`config.mk`:
```
export PLATFORM = sky130hd
export DESIGN_NAME = fetch_controller
export DESIGN_NICKNAME = d
export VERILOG_FILES = /design/src/rtl/fetch_controller.sv
export SDC_FILE = /design/constraint.sdc
export NUM_CORES = 1
export LEC_CHECK = 0
export ABC_AREA = 1
export BUFFER_PORTS_ARGS = -buffer_cell sky130_fd_sc_hd__clkbuf_2
export CELL_PAD_IN_SITES_DETAIL_PLACEMENT = 0
export CELL_PAD_IN_SITES_GLOBAL_PLACEMENT = 1
export CORE_MARGIN = 2
export CORE_UTILIZATION = 30
export DETAILED_ROUTE_END_ITERATION = 8
export PLACE_DENSITY = 0.87
export SLEW_MARGIN = 40
export SYNTH_ARGS = -nofsm -noshare
export SYNTH_HDL_FRONTEND = slang
export SYNTH_SLANG_ARGS = --single-unit
```
`constraint.sdc`:
```
create_clock -name clk_i -period 1.8 [get_ports clk_i]
set_clock_uncertainty 0.05 [all_clocks]
set_input_delay 0 -clock clk_i [delete_from_list [all_inputs] [get_ports clk_i]]
set_output_delay 0 -clock clk_i [all_outputs]
set_load 0.05 [all_outputs]
```
`src/rtl/fetch_controller.sv`:
```
// Fetch sequencer: boots after reset, drives imem requests and PC stall/redirect, and
// parks redirects while an imem request is still outstanding.
module fetch_controller #(
   parameter logic [31:0] TRAP_VECTOR = 32'h0000_0100,
   parameter int unsigned BOOT_CYCLES = 4,
   parameter int unsigned CNT_W       = 16
) (
   input  logic             clk_i,
   input  logic             rst_i,
   input  logic [31:0]      pc_i,
   input  logic             hazard_stall_i,
   input  logic             ex_branch_taken_i,
   input  logic [31:0]      ex_branch_target_i,
   input  logic             id_jump_i,
   input  logic [31:0]      id_jump_target_i,
   input  logic             exc_req_i,
   input  logic [31:0]      exc_pc_i,
   input  logic             imem_ready_i,
   output logic             imem_req_o,
   output logic [31:0]      imem_addr_o,
   output logic             pc_stall_o,
   output logic             pc_redirect_o,
   output logic [31:0]      pc_target_o,
   output logic             flush_if_o,
   output logic             flush_id_o,
   output logic [31:0]      epc_o,
   output logic [CNT_W-1:0] redirect_cnt_o
);

   localparam int unsigned BootW = (BOOT_CYCLES > 1) ? $clog2(BOOT_CYCLES) : 1;
   localparam logic [BootW-1:0] BootLast = BootW'(BOOT_CYCLES - 1);
   localparam logic [CNT_W-1:0] CntMax = '1;

   typedef enum logic [1:0] {StBoot, StFetch, StDrain} state_e;
   // Encoded so that a numerically larger kind has higher priority.
   typedef enum logic [1:0] {KindNone, KindJump, KindBranch, KindExc} kind_e;

   state_e            state_q, state_d;
   logic [BootW-1:0]  boot_cnt_q, boot_cnt_d;
   kind_e             pend_kind_q, pend_kind_d;
   logic [31:0]       pend_tgt_q, pend_tgt_d;
   logic [31:0]       epc_q, epc_d;
   logic [31:0]       last_tgt_q, last_tgt_d;
   logic [CNT_W-1:0]  cnt_q, cnt_d;

   kind_e       new_kind, sel_kind, issue_kind;
   logic [31:0] new_tgt, sel_tgt, issue_tgt;
   logic        issue;

   always_comb begin
      new_kind = KindNone;
      new_tgt  = '0;
      if (exc_req_i) begin
         new_kind = KindExc;
         new_tgt  = TRAP_VECTOR;
      end else if (ex_branch_taken_i) begin
         new_kind = KindBranch;
         new_tgt  = ex_branch_target_i;
      end else if (id_jump_i) begin
         new_kind = KindJump;
         new_tgt  = id_jump_target_i;
      end
   end

   // Pending redirect is replaced only by a strictly higher-priority request.
   always_comb begin
      sel_kind = pend_kind_q;
      sel_tgt  = pend_tgt_q;
      if (new_kind > pend_kind_q) begin
         sel_kind = new_kind;
         sel_tgt  = new_tgt;
      end
   end

   always_comb begin
      state_d       = state_q;
      boot_cnt_d    = boot_cnt_q;
      pend_kind_d   = pend_kind_q;
      pend_tgt_d    = pend_tgt_q;
      epc_d         = epc_q;
      last_tgt_d    = last_tgt_q;
      cnt_d         = cnt_q;
      imem_req_o    = 1'b0;
      pc_stall_o    = 1'b1;
      pc_redirect_o = 1'b0;
      flush_if_o    = 1'b0;
      flush_id_o    = 1'b0;
      issue         = 1'b0;
      issue_kind    = KindNone;
      issue_tgt     = '0;

      unique case (state_q)
         StBoot: begin
            if (boot_cnt_q == BootLast) begin
               state_d    = StFetch;
               boot_cnt_d = '0;
            end else begin
               boot_cnt_d = boot_cnt_q + 1'b1;
            end
         end
         StFetch: begin
            imem_req_o = 1'b1;
            if (new_kind != KindNone) begin
               if (new_kind == KindExc) epc_d = exc_pc_i;
               if (imem_ready_i) begin
                  issue      = 1'b1;
                  issue_kind = new_kind;
                  issue_tgt  = new_tgt;
               end else begin
                  pend_kind_d = new_kind;
                  pend_tgt_d  = new_tgt;
                  state_d     = StDrain;
               end
            end else begin
               pc_stall_o = !imem_ready_i || hazard_stall_i;
            end
         end
         StDrain: begin
            imem_req_o  = 1'b1;
            pend_kind_d = sel_kind;
            pend_tgt_d  = sel_tgt;
            if (new_kind == KindExc && pend_kind_q != KindExc) epc_d = exc_pc_i;
            if (imem_ready_i) begin
               issue       = 1'b1;
               issue_kind  = sel_kind;
               issue_tgt   = sel_tgt;
               pend_kind_d = KindNone;
               state_d     = StFetch;
            end
         end
         default: state_d = StBoot;
      endcase

      if (issue) begin
         pc_redirect_o = 1'b1;
         pc_stall_o    = 1'b0;
         flush_if_o    = 1'b1;
         flush_id_o    = (issue_kind == KindExc) || (issue_kind == KindBranch);
         last_tgt_d    = issue_tgt;
         cnt_d         = (cnt_q == CntMax) ? cnt_q : cnt_q + 1'b1;
      end
   end

   assign imem_addr_o    = pc_i;
   assign pc_target_o    = issue ? issue_tgt : last_tgt_q;
   assign epc_o          = epc_q;
   assign redirect_cnt_o = cnt_q;

   always_ff @(posedge clk_i) begin
      if (rst_i) begin
         state_q     <= StBoot;
         boot_cnt_q  <= '0;
         pend_kind_q <= KindNone;
         pend_tgt_q  <= '0;
         epc_q       <= '0;
         last_tgt_q  <= '0;
         cnt_q       <= '0;
      end else begin
         state_q     <= state_d;
         boot_cnt_q  <= boot_cnt_d;
         pend_kind_q <= pend_kind_d;
         pend_tgt_q  <= pend_tgt_d;
         epc_q       <= epc_d;
         last_tgt_q  <= last_tgt_d;
         cnt_q       <= cnt_d;
      end
   end

endmodule

```
======== After elaboration in Yosys (flattened, before gate mapping) ========
Cells that the tools add are included.
storage, ports and cells
  bits in registers ....................... 118
  bits of input ports ..................... 135
  output and inout bits ................... 117
  logic and storage cells ................. 80
operators by class
  add/subtract/negate cells ............... 2
  $lt $le $gt $ge ......................... 1
  eq/ne operators ......................... 14
  muxes and demuxes ....................... 43
  bitwise gates (word level) .............. 1
  reductions and logical operators ........ 12
operator list
  operator               count
  $mux 32                13
  $pmux 32 s2            3
  $mux 2                 14
  $add 16x1->16 const B  1
  $eq 16x16->1 const B   1
  $ne 2x2->1 const B     7
  $eq 2x2->1 const B     5
  $mux 1                 9
  $pmux 2 s2             2
  $reduce_and 4->1       2
  $pmux 2 s3             1
  $reduce_bool 2->1      2
  $reduce_and 3->1       1
  $add 2x1->2 const B    1
  $eq 2x1->1 const B     1
  $gt 2x2->1             1
  $logic_not 2->1        1
  $logic_or 1x1->1       2
  $pmux 1 s2             1
  $reduce_and 2->1       1
  $reduce_or 2->1        1
  $logic_and 1x1->1      1
  $logic_not 1->1        1
  $not 1->1              1

======== Longest topological paths before layout ========
  word-level depth ........................ 10
  mapped depth ............................ 14

======== Least setup slack after synthesis ========
OpenSTA, ideal clock, no wires.
  kind .................................... register to output
  start point ............................. register state_q[0]
  end point ............................... output port pc_target_o[19]
  arrival time ............................ 2193 ps
  data required time ...................... 1750 ps
  path slack .............................. -443 ps
  cell stages (with the launch flop) ...... 8
  path buffers ............................ 1
  path through ............................ dfxtp_1 > inv_1 > ha_1 > inv_1 > a21oi_1 > buf_2 > o21ai_0 > inv_1
between the ends
  longest elaborated chain between the ends .. 3
ends and longest elaborated chain
  element                                    RTL line  RTL
  start: declaration                         38        state_e state_q, state_d;
  start signal: assignment                   151       state_q <= StBoot;
  start signal: assignment                   159       state_q <= state_d;
  $eq 2x2->1 or $eq 2x1->1 (tied branches)   92        unique case (state_q)
  $pmux 32 s2 or $pmux 1 s2 (tied branches)  92
  $mux 32 *                                  n/a
  end: declaration                           23        output logic [31:0] pc_target_o,
Mark *: on every way between the ends. The rest lies on a longest branch, timed or not.

======== Worst setup path in the final report ========
  start point ............................. register pend_kind_q[1]
  end point ............................... output port pc_target_o[8]
between the ends
  longest elaborated chain between the ends .. 5
ends and longest elaborated chain
  element                   RTL line  RTL
  start: declaration        40        kind_e pend_kind_q, pend_kind_d;
  start signal: assignment  153       pend_kind_q <= KindNone;
  start signal: assignment  161       pend_kind_q <= pend_kind_d;
  $gt 2x2->1                69        if (new_kind > pend_kind_q) begin
  $mux 32                   69
  $mux 32                   123       if (imem_ready_i) begin
  $pmux 32 s2               92
  $mux 32                   n/a
Every way passes these cells.

==> summary.md <==
GRT
- **pin count of the biggest net entering global routing** 67
- **antenna violations before repair** 1
- **Global Route Usage Sum** 18.77%
- **global-route wire length before repair** 36760 um
- **global-route congestion overflow total** 0
- **vias in the first global route** 7597

Min path
- **Hold Path Class** in2reg
- **number of cells on the worst hold path** 7

Routing
- **DRC violation count after routing** 0
- **Routed Antenna Nets** 0
- **wire length reported by the detailed router** 24100 um
- **first-pass iteration count of the detailed router** 5
- **total number of vias** 8069
- **via count normalized by instance count** 4.648
- **routed wire length per instance** 13.88 um
- **DR iter-0 viols** 455

Cells and area
- **final instance area** 11370 sq um
- **area growth from synthesis to layout** 63.34%
- **FF/Latch Area** 2380 sq um
- **combined area of the multi-input logic cells** 4098 sq um
- **number of nets in the final layout** 1582
- **final core occ** 50.07%
- **share of cells above drive strength 1** 33.72%
- **total of fill cells in the finished design** 2154

Timing
- **worst relative slew slack** 63.93%
- **final hold violation count** 0
- **maximum clock rate** 442.2 MHz
- **fin worst setup slack** -0.4612 ns
- **Final Cycle Share** 125.6%
- **Final Slew Violations** 0
- **unrepaired setup endpoints after global routing** true
- **final setup fails** 61
- **shortest clock period the worst path allows after layout** 2.261 ns
- **pin slew with the least headroom to its limit** 0.5411 ns

Place
- **final weighted congestion in routability-driven placement** 0.7898
- **number of port buffers** 187
- **placed standard-cell area** 8366 sq um
- **estimated wirelength of the detail-placed design** 15090 um

Critical path
- **required time of the critical path** 1.75 ns
- **critical-path maximum fanout** 5
- **startpoint class of the critical path** flip-flop
- **Worst Setup Path Type** reg2out
- **crit end category** primary output
- **depth of the most critical reg-to-reg path** 14
- **endpoint arrival time on the critical path** 2.21 ns

Run status
- **violated checks** negative setup slack
- **outcome** complete, but fails checks

Synth
- **Seq/Total Area, Yosys** 33.93%
- **number of register bits inferred by synthesis** 118
- **number of instances in the synthesized netlist** 1160
- **count of synthesis-stage warnings from yosys** 0
- **count of distinct cell types in the synthesized netlist** 28
- **post-synthesis net count** 1303
- **mapped cell area** 6962 sq um
- **post-synthesis area per instance** 6.001 sq um

Floorplanning
- **Initial Util** 30.66%
- **Die Y-Extent** 156.3 um
- **die width** 156.3 um
- **die area** 24440 sq um
- **total I/O pin count** 252
- **Core Footprint** 22710 sq um
- **Site Rows** 55

Power
- **total power consumption of the routed design** 0.01952 W
- **power density over the cells** 1716 nW/um^2
- **leakage component of the power** 5.544 nW
- **highest ir drop seen on vdd** 1.059 mV

Clock tree
- **Num CTS Buffers** 17
- **TritonCTS clock tree** yes
- **number of clock sinks** 118
- **source-to-sink clock delay at the later pin of the worst-skew pair** 0.42 ns
- **clock buffer depth** 2
- **clk root buf** sky130_fd_sc_hd__clkbuf_16
- **Clk pin slew, worst setup/hold paths** 0.06 ns
- **CTS H-tree depth** 4

Flow run
- **maxcap violations** 0

[what timing repair did]
| item | in CTS | in global routing |
|---|---|---|
| setup endpoints to repair | 104 | 121 |
| cloned | 5 | 7 |
| pin swaps | 21 | 52 |
| hold buffers | 69 | 0 |
| setup buffers | 24 | 11 |
| resized for setup | 227 | 150 |
| hold endpoints to repair | 67 | 0 |
[routing by layer]
| metal | vias to the layer above | track usage, % | wire length, um |
|---|---|---|---|
| met4 | 0 | 7.383 | 492 |
| met1 | 3679 | 21.95 | 10180 |
| li1 | 4092 | - | - |
| met3 | 30 | 4.763 | 1435 |
| met2 | 268 | 32.83 | 12000 |
| met5 | - | 0 | 0 |
[final timing paths]
| path | startpoint | endpoint | slack, ns |
|---|---|---|---|
| setup reg to reg | pend_kind_q[1] | last_tgt_q[6] | -0.09 |
| setup / recovery | pend_kind_q[1] | pc_target_o[8] | -0.46 |
| hold reg to reg | boot_cnt_q[0] | boot_cnt_q[0] | 0.43 |
| hold / removal | id_jump_target_i[26] | pend_tgt_q[26] | 0.02 |
[power breakdown]
group,internal (W),switching [W]
logic,0.00471,0.00734
registers,0.00345,0.000345
clock network,0.00241,0.00126
total,0.0106,0.00894
[flip-flops by register name, indices dropped and copies added (netlist names)]
| name | count |
|---|---|
| pend_kind_q | 2 |
| epc_o | 32 |
| pend_tgt_q | 32 |
| state_q | 2 |
| boot_cnt_q | 2 |
| last_tgt_q | 32 |
| redirect_cnt_o | 16 |
[cell usage in the layout, fill, tap and decap left out, drive strengths merged]
| cell | count |
|---|---|
| a211oi | 1 |
| a21boi | 1 |
| a21oi | 51 |
| buf | 102 |
| bufinv | 4 |
| clkbuf | 205 |
| clkinv | 3 |
| clkinvlp | 2 |
| dfxtp | 118 |
| diode | 1 |
| dlygate4sd3 | 69 |
| ha | 8 |
| inv | 159 |
| nand2 | 290 |
| nand3 | 82 |
| nand4 | 6 |
| nor2 | 227 |
| nor3 | 3 |
| o21ai | 116 |
| o22ai | 1 |
| xnor2 | 2 |
[layout make-up]
class | instances | area share [%]
Sequential cell | 118 | 20.93
Inverter | 160 | 5.546
Tap cell | 285 | 3.136
Clock inverter | 8 | 1.309
Timing Repair Buffer | 354 | 28.85
Multi-Input combinational cell | 788 | 36.04
Clock buffer | 22 | 4.170
Antenna cell | 1 | 0.02201
[stage by stage]
step                      hold slack [ns]  TNS (ns)  instances  setup WS, ns
final                             0.02398    -12.94       1736       -0.4612
after detailed placement         -0.04966    -3.601       1595       -0.1028
after CTS                        0.005123    -12.28       1722       -0.4347
after global routing              0.04758    -19.31       1735       -0.5362
after floorplan                    0.1160         0       1160       0.02995
after global placement           -0.04966   -0.9817       1595      -0.04763
[cells in the mapped netlist]
master | number | area share (%)
sky130_fd_sc_hd__a211oi_1 | 1 | 0.11
sky130_fd_sc_hd__a21boi_1 | 1 | 0.11
sky130_fd_sc_hd__a21oi_1 | 51 | 3.7
sky130_fd_sc_hd__buf_1 | 4 | 0.22
sky130_fd_sc_hd__buf_2 | 20 | 1.4
sky130_fd_sc_hd__buf_4 | 42 | 4.5
sky130_fd_sc_hd__buf_6 | 3 | 0.49
sky130_fd_sc_hd__clkbuf_1 | 25 | 1.3
sky130_fd_sc_hd__clkbuf_2 | 1 | 0.072
sky130_fd_sc_hd__dfxtp_1 | 118 | 34
sky130_fd_sc_hd__ha_1 | 8 | 1.4
sky130_fd_sc_hd__inv_1 | 157 | 8.5
sky130_fd_sc_hd__inv_2 | 3 | 0.16
sky130_fd_sc_hd__nand2_1 | 282 | 15
sky130_fd_sc_hd__nand2_2 | 5 | 0.45
sky130_fd_sc_hd__nand2_4 | 2 | 0.32
sky130_fd_sc_hd__nand3_1 | 81 | 5.8
sky130_fd_sc_hd__nand3_2 | 1 | 0.14
sky130_fd_sc_hd__nand4_1 | 6 | 0.54
sky130_fd_sc_hd__nor2_1 | 223 | 12
sky130_fd_sc_hd__nor2_2 | 2 | 0.18
sky130_fd_sc_hd__nor2_4 | 1 | 0.16
sky130_fd_sc_hd__nor2_8 | 1 | 0.29
sky130_fd_sc_hd__nor3_1 | 3 | 0.22
sky130_fd_sc_hd__o21ai_0 | 102 | 7.3
sky130_fd_sc_hd__o21ai_1 | 14 | 1.0
sky130_fd_sc_hd__o22ai_1 | 1 | 0.090
sky130_fd_sc_hd__xnor2_1 | 2 | 0.25
[critical path, stage by stage, from the launching register on]
cell and delay, ns:
sky130_fd_sc_hd__dfxtp_2 0.34, sky130_fd_sc_hd__inv_2 0.05, sky130_fd_sc_hd__ha_4 0.29, sky130_fd_sc_hd__nand2_4 0.06, sky130_fd_sc_hd__a21boi_4 0.18, sky130_fd_sc_hd__buf_12 0.13
sky130_fd_sc_hd__buf_8 0.11, sky130_fd_sc_hd__buf_16 0.12, sky130_fd_sc_hd__nand2_4 0.05, sky130_fd_sc_hd__nand3_2 0.09, sky130_fd_sc_hd__nand2_2 0.06, sky130_fd_sc_hd__nand2_2 0.08
sky130_fd_sc_hd__inv_2 0.05, sky130_fd_sc_hd__clkbuf_16 0.16
[logic make-up after synthesis]
kind of cell,after synthesis,synth area share (%)
xor+xnor,2,0.2517
fa+ha+maj,8,1.438
simple gates,607,35.35
buf+inv,255,16.71
flops,118,33.93
compound gates,170,12.31
Note: power is estimated with default switching activity, not from simulation.
